**src/rtl/wmem_loader_pkg.sv**
```systemverilog
// wmem_loader_pkg: shared loader state encoding and default weight-memory geometry.
package wmem_loader_pkg;
    localparam int DEF_DATA_WIDTH = 8;
    localparam int DEF_ROW_NUM    = 6;
    localparam int DEF_ADDR_WIDTH = 7;

    typedef enum logic [1:0] {
        ST_IDLE,
        ST_LOAD,
        ST_FLUSH,
        ST_DONE
    } state_e;
endpackage

```
**src/rtl/wmem_row_packer.sv**
```systemverilog
// wmem_row_packer: gathers ROW_NUM stream bytes into one row word, lane 0 in the LSBs.
module wmem_row_packer
    import wmem_loader_pkg::*;
#(
    parameter int DATA_WIDTH = DEF_DATA_WIDTH,
    parameter int ROW_NUM    = DEF_ROW_NUM
) (
    input  logic                             clk_i,
    input  logic                             rst_ni,
    input  logic                             clear_i,
    input  logic                             beat_i,
    input  logic [DATA_WIDTH-1:0]            data_i,
    output logic                             row_full_o,
    output logic [DATA_WIDTH*ROW_NUM-1:0]    row_data_o
);
    localparam int LW = $clog2(ROW_NUM);
    localparam int RW = DATA_WIDTH * ROW_NUM;

    logic [LW-1:0] lane_q, lane_d;
    logic [RW-1:0] pack_q, pack_d;

    // row_data_o already contains the byte arriving this cycle, so the row is complete on its last beat
    always_comb begin
        pack_d = pack_q;
        for (int k = 0; k < ROW_NUM; k++)
            if (beat_i && lane_q == LW'(k)) pack_d[k*DATA_WIDTH +: DATA_WIDTH] = data_i;
    end

    assign row_full_o = beat_i && lane_q == LW'(ROW_NUM - 1);
    assign row_data_o = pack_d;
    assign lane_d     = (clear_i || row_full_o) ? '0 : beat_i ? lane_q + LW'(1) : lane_q;

    always_ff @(posedge clk_i or negedge rst_ni) begin
        if (!rst_ni) begin
            lane_q <= '0;
            pack_q <= '0;
        end else begin
            lane_q <= lane_d;
            pack_q <= clear_i ? '0 : pack_d;
        end
    end
endmodule

```
**src/rtl/wmem_loader.sv**
```systemverilog
// wmem_loader: packs a weight byte stream into rows and writes them to consecutive wmem addresses.
module wmem_loader
    import wmem_loader_pkg::*;
#(
    parameter int DATA_WIDTH    = DEF_DATA_WIDTH,
    parameter int ROW_NUM       = DEF_ROW_NUM,
    parameter int ADDR_WIDTH    = DEF_ADDR_WIDTH,
    parameter int ROW_WGT_WIDTH = DATA_WIDTH * ROW_NUM
) (
    input  logic                     i_clk,
    input  logic                     i_rst_n,
    input  logic                     i_start,
    input  logic                     i_abort,
    input  logic [ADDR_WIDTH-1:0]    i_base_addr,
    input  logic [ADDR_WIDTH:0]      i_num_rows,
    input  logic [DATA_WIDTH-1:0]    i_data,
    input  logic                     i_valid,
    output logic                     o_ready,
    output logic                     o_wr_en,
    output logic [ADDR_WIDTH-1:0]    o_wr_addr,
    output logic [ROW_WGT_WIDTH-1:0] o_wr_data,
    output logic                     o_busy,
    output logic                     o_done
);
    state_e                     state_q, state_d;
    logic [ADDR_WIDTH-1:0]      base_q, base_d;
    logic [ADDR_WIDTH:0]        num_rows_q, num_rows_d;
    logic [ADDR_WIDTH:0]        row_cnt_q, row_cnt_d, row_nxt;
    logic                       wr_en_q;
    logic [ADDR_WIDTH-1:0]      wr_addr_q, wr_addr_d;
    logic [ROW_WGT_WIDTH-1:0]   wr_data_q, wr_data_d;
    logic                       clear, beat, row_full, accept_job;
    logic [ROW_WGT_WIDTH-1:0]   row_data;

    assign accept_job = state_q == ST_IDLE && i_start && !i_abort;
    assign beat       = state_q == ST_LOAD && i_valid && !i_abort;
    assign clear      = accept_job || i_abort;
    assign row_nxt    = row_cnt_q + {{ADDR_WIDTH{1'b0}}, 1'b1};

    wmem_row_packer #(
        .DATA_WIDTH(DATA_WIDTH),
        .ROW_NUM   (ROW_NUM)
    ) u_packer (
        .clk_i     (i_clk),
        .rst_ni    (i_rst_n),
        .clear_i   (clear),
        .beat_i    (beat),
        .data_i    (i_data),
        .row_full_o(row_full),
        .row_data_o(row_data)
    );

    always_comb begin
        state_d = state_q;
        case (state_q)
            ST_IDLE:  if (i_start) state_d = (i_num_rows == '0) ? ST_DONE : ST_LOAD;
            ST_LOAD:  if (row_full && row_nxt == num_rows_q) state_d = ST_FLUSH;
            ST_FLUSH: state_d = ST_DONE;
            ST_DONE:  state_d = ST_IDLE;
            default:  state_d = ST_IDLE;
        endcase
        if (i_abort) state_d = ST_IDLE;
    end

    assign base_d     = accept_job ? i_base_addr : base_q;
    assign num_rows_d = accept_job ? i_num_rows : num_rows_q;
    assign row_cnt_d  = clear ? '0 : row_full ? row_nxt : row_cnt_q;
    assign wr_addr_d  = row_full ? base_q + row_cnt_q[ADDR_WIDTH-1:0] : wr_addr_q;
    assign wr_data_d  = row_full ? row_data : wr_data_q;

    always_ff @(posedge i_clk or negedge i_rst_n) begin
        if (!i_rst_n) begin
            state_q    <= ST_IDLE;
            base_q     <= '0;
            num_rows_q <= '0;
            row_cnt_q  <= '0;
            wr_en_q    <= 1'b0;
            wr_addr_q  <= '0;
            wr_data_q  <= '0;
        end else begin
            state_q    <= state_d;
            base_q     <= base_d;
            num_rows_q <= num_rows_d;
            row_cnt_q  <= row_cnt_d;
            wr_en_q    <= row_full;
            wr_addr_q  <= wr_addr_d;
            wr_data_q  <= wr_data_d;
        end
    end

    // an abort landing on a presented write (e.g. in FLUSH) drops that write
    assign o_wr_en   = wr_en_q && !i_abort;
    assign o_wr_addr = wr_addr_q;
    assign o_wr_data = wr_data_q;
    assign o_ready   = state_q == ST_LOAD;
    assign o_busy    = state_q != ST_IDLE;
    assign o_done    = state_q == ST_DONE;
endmodule

```
**config.mk**
```make
export PLATFORM = sky130hd
export DESIGN_NAME = wmem_loader
export DESIGN_NICKNAME = d
export VERILOG_FILES = /design/src/rtl/wmem_loader_pkg.sv /design/src/rtl/wmem_row_packer.sv /design/src/rtl/wmem_loader.sv
export SDC_FILE = /design/constraint.sdc
export NUM_CORES = 1
export LEC_CHECK = 0
export ABC_AREA = 0
export CAP_MARGIN = 20
export CORE_MARGIN = 2
export CORE_UTILIZATION = 55
export CTS_BUF_LIST = sky130_fd_sc_hd__clkbuf_16
export CTS_CLUSTER_DIAMETER = 50
export DETAILED_ROUTE_END_ITERATION = 8
export HOLD_SLACK_MARGIN = 0.06
export PLACE_DENSITY_LB_ADDON = 0.15
export SYNTH_ARGS = -nofsm -noshare
export SYNTH_HDL_FRONTEND = slang
export SYNTH_HIERARCHICAL = 1
export SYNTH_SLANG_ARGS = --single-unit
```
**constraint.sdc**
```tcl
create_clock -name i_clk -period 3.4 [get_ports i_clk]
set_input_delay 0.68 -clock i_clk [delete_from_list [all_inputs] [get_ports i_clk]]
set_output_delay 0.68 -clock i_clk [all_outputs]
set_load 0.1 [all_outputs]
```
## Yosys cells after proc, flatten, opt, wreduce, memory -nomap -nowiden

Index checks and enable logic that the tools add are counted.

| storage, ports and cells | value |
|---|---|
| bits in registers | 132 |
| input bits | 28 |
| output and inout bits | 59 |

| cells by class | value |
|---|---|
| add/sub/neg operators | 3 |
| equality and inequality tests | 11 |
| muxes and demuxes | 16 |
| reduce and logical (&&, ||, !) cells | 22 |

Operators with widths:

| cell | number |
|---|---|
| $mux 8 | 8 |
| $mux 48 | 1 |
| $logic_and 1x1->1 | 12 |
| $add 8x1->8 const B | 1 |
| $eq 8x8->1 | 1 |
| $logic_not 8->1 | 1 |
| $mux 2 | 4 |
| $pmux 2 s4 | 1 |
| $add 7x7->7 | 1 |
| $eq 3x2->1 const B | 2 |
| $eq 3x3->1 const B | 2 |
| $mux 3 | 2 |
| $reduce_bool 2->1 | 3 |
| $eq 2x2->1 const B | 2 |
| $add 3x1->3 const B | 1 |
| $eq 3x1->1 const B | 1 |
| $logic_not 3->1 | 1 |
| $ne 3x2->1 const B | 1 |
| $ne 3x3->1 const B | 1 |
| $eq 2x1->1 const B | 1 |
| $logic_not 2->1 | 1 |
| $logic_or 1x1->1 | 2 |
| $reduce_and 2->1 | 1 |
| $logic_not 1->1 | 1 |

## Longest topological paths before layout

| logic depth | value |
|---|---|
| depth after elaboration | 8 |
| gate-level depth with buffers | 13 |

## Cells and area by module

The synthesis kept the hierarchy.

By module, submodules not included:

| module | instances | cells an instance | area each (um2) | seq. area each (um2) |
|---|---|---|---|---|
| wmem_loader | 1 | 276 | 3,679.8 | 2,026.9 |
| wmem_row_packer | 1 | 178 | 2,384.8 | 1,276.2 |

## Worst setup path before layout

No wires, ideal clock.

| timing | value |
|---|---|
| path type | reg2reg |
| from | register state_q[1] |
| to | register state_q[0] |
| setup time | 0.094 ns |
| arrival time | 2.869 ns |
| required time | 3.306 ns |
| path slack | 0.437 ns |
| stages on the path, launching flop included | 13 |
| buffers on the path | 2 |
| path through | dfrtp_1 > inv_1 > ha_1 > nand2_1 > nor2_1 > buf_6 > nand3_4 > inv_1 > clkbuf_8 > nand4b_4 > a2111oi_4 > a211oi_1 > a211oi_1 |

| between the ends | value |
|---|---|
| word-level cells in the longest chain between the ends | 7 |
| elaborated cells on any way between the ends | 13 |
| those cells by class | eq/ne (5); mux (2); reduce/logical (6) |

Ends and longest elaborated chain:

| element | line | RTL |
|---|---|---|
| start: declaration | wmem_loader.sv:25 | `state_e state_q, state_d;` |
| start signal: assignment | wmem_loader.sv:81 | `state_q <= state_d;` |
| $eq 2x1->1 | n/a |  |
| via o_ready | wmem_loader.sv:18 | `output logic o_ready,` |
| $logic_and 1x1->1 (2 in series) | wmem_loader.sv:36 | `assign beat = state_q == ST_LOAD && i_valid && !i_abort;` |
| via beat | wmem_loader.sv:32 | `logic clear, beat, row_full, accept_job;` |
| $logic_and 1x1->1 | wmem_row_packer.sv:29 | `assign row_full_o = beat_i && lane_q == LW'(ROW_NUM - 1);` |
| via row_full | wmem_loader.sv:32 |  |
| $logic_and 1x1->1 | wmem_loader.sv:57 | `ST_LOAD: if (row_full && row_nxt == num_rows_q) state_d = ST_FLUSH;` |
| $ne 3x2->1 (no source line) | n/a |  |
| $reduce_and 2->1 (no source line) | n/a |  |

The timed path passes the listed nets, and every way through them passes these cells.
A chain may end at the register's enable or synchronous reset.

## Worst setup path after layout

| timing | value |
|---|---|
| from | register wr_data_q[24] (netlist: o_wr_data[24]) |
| to | output port o_wr_data[24] |

RTL lines:

| element | line | RTL |
|---|---|---|
| start: declaration | wmem_loader.sv:31 | `logic [ROW_WGT_WIDTH-1:0] wr_data_q, wr_data_d;` |
| start signal: assignment | wmem_loader.sv:87 | `wr_data_q <= wr_data_d;` |
| end: declaration | wmem_loader.sv:21 | `output logic [ROW_WGT_WIDTH-1:0] o_wr_data,` |

No word-level cell between the ends.

==> metrics.md <==
| Metric | Value |
|---|---|
| Status | finished clean |
| Worst-path fanout max | 2 |
| First-pass GRT wire length | roughly 19 mm |
| RR Startpoint | state_q[1] |
| Syn Nets | 500 |
| Crit path time final | ~2.6 ns |
| Final wirelength | 11.9 mm |
| Starting Density | 0.562 |
| Area after DPL | approximately 0.007 sq mm |
| # Max-Cap Violations | 0 |
| Design area | 0.00758 sq mm |
| Share of layout cells above drive strength 1 | 0.367 |
| # Post-CTS Setup Buffers | 0 |
| R2R cell count | 10 |
| Post-synth cell types | 42 |
| Period utilization | 0.759 |
| H-tree level count | 4 |
| Hold WC Path Type | in -> async |
| CP Class | reg -> out |
| Tot Pwr | 4.45 mW |
| Worst slew pin tran | between 0.9 and 1 ns |
| Top cells by area, synth | dfrtp_1 54%, mux2_2 20%, nor2b_1 5.4% |
| Top-area cell type share of the netlist area | 0.545 |
| Wirelength per Cell | roughly 17 microns |
| Flops & latches, synth | approximately 130 |
| Via count | about 3.7k |
| Final setup vio count | 0 |
| Die extent in y | 109 microns |
| Clock transition at path regs | roughly 0.06 ns |
| Max_slew headroom | 0.353 |
| RSZ-0062 raised after global routing | no |
| P per Cell Area | a little under 600 mW/mm^2 |
| GRT overflow | 0 |
| Global Route Usage Sum | 0.220 |
| Syn Area/Cell | between 10 and 15 sq um |
| Crit path buf inv count | 1 |
| Worst setup margin | ~0.82 ns |
| Post-Synthesis Cell Area | 0.00606 sq mm |
| Row cnt | 38 |
| Die W | about 110 microns |
| RR Endpoint | state_q[0] |
| Max incr delay on CP | 1.13 ns |
| Worst setup EP type | output pin |
| Post-DRT Antenna Nets | 0 |
| Core ar. | 0.0108 sq mm |
| Gate Count Post-Synth | 454 |
| Router iterations before antenna repair | 4 |
| Critical path's slowest cell | clkdlybuf4s50_1 |
| Setup TNS | 0 ns |
| I/O Buffers | 86 |
| Num CTS Buffers | 17 |
| Cell accounting for the most synthesized area | dfrtp_1 |
| Root buf cell | clkbuf_16 |
| Initial antenna violation count | 0 |
| CTS max path bufs | 2 |
| CTS tree | done |
| Data required, critical path | between 2 and 3 ns |
| Area delta synth->final | 24.9% |
| Max IR drop VDD | roughly 0.47 mV |
| Number of remaining DRC errors | 0 |
| Setup slack, reg-to-reg | ~0.96 ns |
| Final hold vios | 0 |
| Startpoint types | flip-flop |
| Initial DRC count | between 150 and 200 |
| Top Ports | 87 |
| Clock sinks | 132 |
| Largest net degree at the start of global routing | 70 |
| Post-synthesis sequential area ratio | 0.545 |
| # hold bufs at CTS | 0 |
| Number of global-route vias before repair | approximately 3.8k |
| F_max | a little under 400 MHz |
| Signal arrival time at the worst endpoint | 1.90 ns |
| Slew Viols, Final | 0 |
| Detailed Place HPWL | 7.94 mm |
| Yosys warnings | 6 |
| Gpl congestion | roughly 0.77 |
| Top Family by Delay on Critical Path | buffers and inverters |
| Clock skew | 0.00613 ns |
| Setup WS pre-CTS | 0.522 ns |
| Diode count | 0 |
| Cell Chain, Critical Path | clkdlybuf4s50_1 |
| CTS resizes | 0 |
| Leakage | about 3.8 nW |
| Vias per cell | between 5 and 6 |
| Clk_lat worst skew | around 0.41 ns |
| Die area | about 0.012 sq mm |
| Final layout net count | ~600 |
logic make-up after synthesis:
family | Yosys count | synth area share
flip-flops | 132 | 0.545
multiplexers | 117 | 0.217
AND/OR/NAND/NOR | 106 | 0.112
buffers and inverters | 32 | 0.0233
AO/OA/AOI/OAI | 28 | 0.0347
XOR/XNOR | 21 | 0.0303
adder cells (fa/ha/maj) | 18 | 0.0384
cell usage in the layout, fill, tap and decap left out, types with 2 or more instances in the layout:
master / instances
o21ai_1: 3
nor3_1: 2
nand2b_1: 4
a311o_1: 2
nor2_1: 18
buf_4: 52
nand3b_4: 3
xor2_1: 8
nand2_1: 12
clkdlybuf4s50_1: 39
mux2i_1: 2
mux2_2: 110
nor2b_1: 52
inv_1: 17
nand3_4: 2
a21o_1: 3
clkinvlp_4: 3
or4_1: 2
bufinv_16: 4
a21oi_1: 7
clkinv_4: 2
mux2_1: 5
clkbuf_16: 17
o21ai_0: 3
xnor2_1: 13
and3_1: 2
a211oi_1: 4
ha_1: 17
clkinv_2: 2
dfrtp_1: 132
layout make-up:
cell class	instances	area [sq um]
clock inverters	15	190
flip-flops and latches	132	3300
fillers	784	3220
repair buffers	92	801
well taps	140	175
clock buffers	17	425
multi-input cells	290	2620
inverters	16	60.1
power by group:
group / switching (mW) / internal, mW
sequential: 0.0915 / 1.68
clock: 0.663 / 1.22
combinational: 0.483 / 0.315
total: 1.24 / 3.22
how the worst max path moves through the flow:
stage	cells past startpoint	startpoint	slack (ns)	to
after floorplan	12	state_q[1]	0.44	state_q[0]
after global placement	9	i_abort	0.55	row_cnt_q[3]
after detailed placement	9	i_abort	0.52	row_cnt_q[3]
after CTS	1	o_wr_data[4]	0.79	o_wr_data[4]
after global routing	11	state_q[1]	0.65	row_cnt_q[3]
final	1	o_wr_data[24]	0.82	o_wr_data[24]
layer usage:
layer | vias to the layer above | share of wire | wire length, microns | track usage
met5 | - | 0 | 0 | 0
met3 | 15 | 0.037 | 443 | 0.0508
met1 | 1877 | 0.48 | 5670 | 0.308
li1 | 1750 | - | - | -
met2 | 76 | 0.47 | 5590 | 0.339
met4 | 0 | 0.015 | 174 | 0.0769
synthesized netlist by cell type (all sizes together):
cell type and count:
nor3 3, a21o 4, inv 16, nand3b 4, a211oi 4, a311o 2
ha 17, a211o 1, or4 2, o21ai 6, and2 1, nand2b 4
a21oi 7, xor2 8, o211a 1, and3 3, buf 2, a2111oi 2
nand4b 1, nor2 19, nand2 13, nor2b 52, mux2 115, fa 1
nand3 4, mux2i 2, clkbuf 14, dfrtp 132, o32a 1, xnor2 13
through the flow:
step	hold slack, ns	utilization	std cells
floorplan	0.384	-	454
global placement	0.490	0.645	670
detailed placement	0.494	0.645	670
CTS	0.413	0.702	702
global route	0.451	0.702	702
finish	0.372	0.702	702
registers in the layout, indices dropped and copies added (netlist names):
register         cells
u_packer/lane_q      3
num_rows_q           8
row_cnt_q            8
state_q              2
wr_en_q              1
o_wr_data           48
o_wr_addr            7
u_packer/pack_q     48
base_q               7
Power figures use the tool's default switching activity.
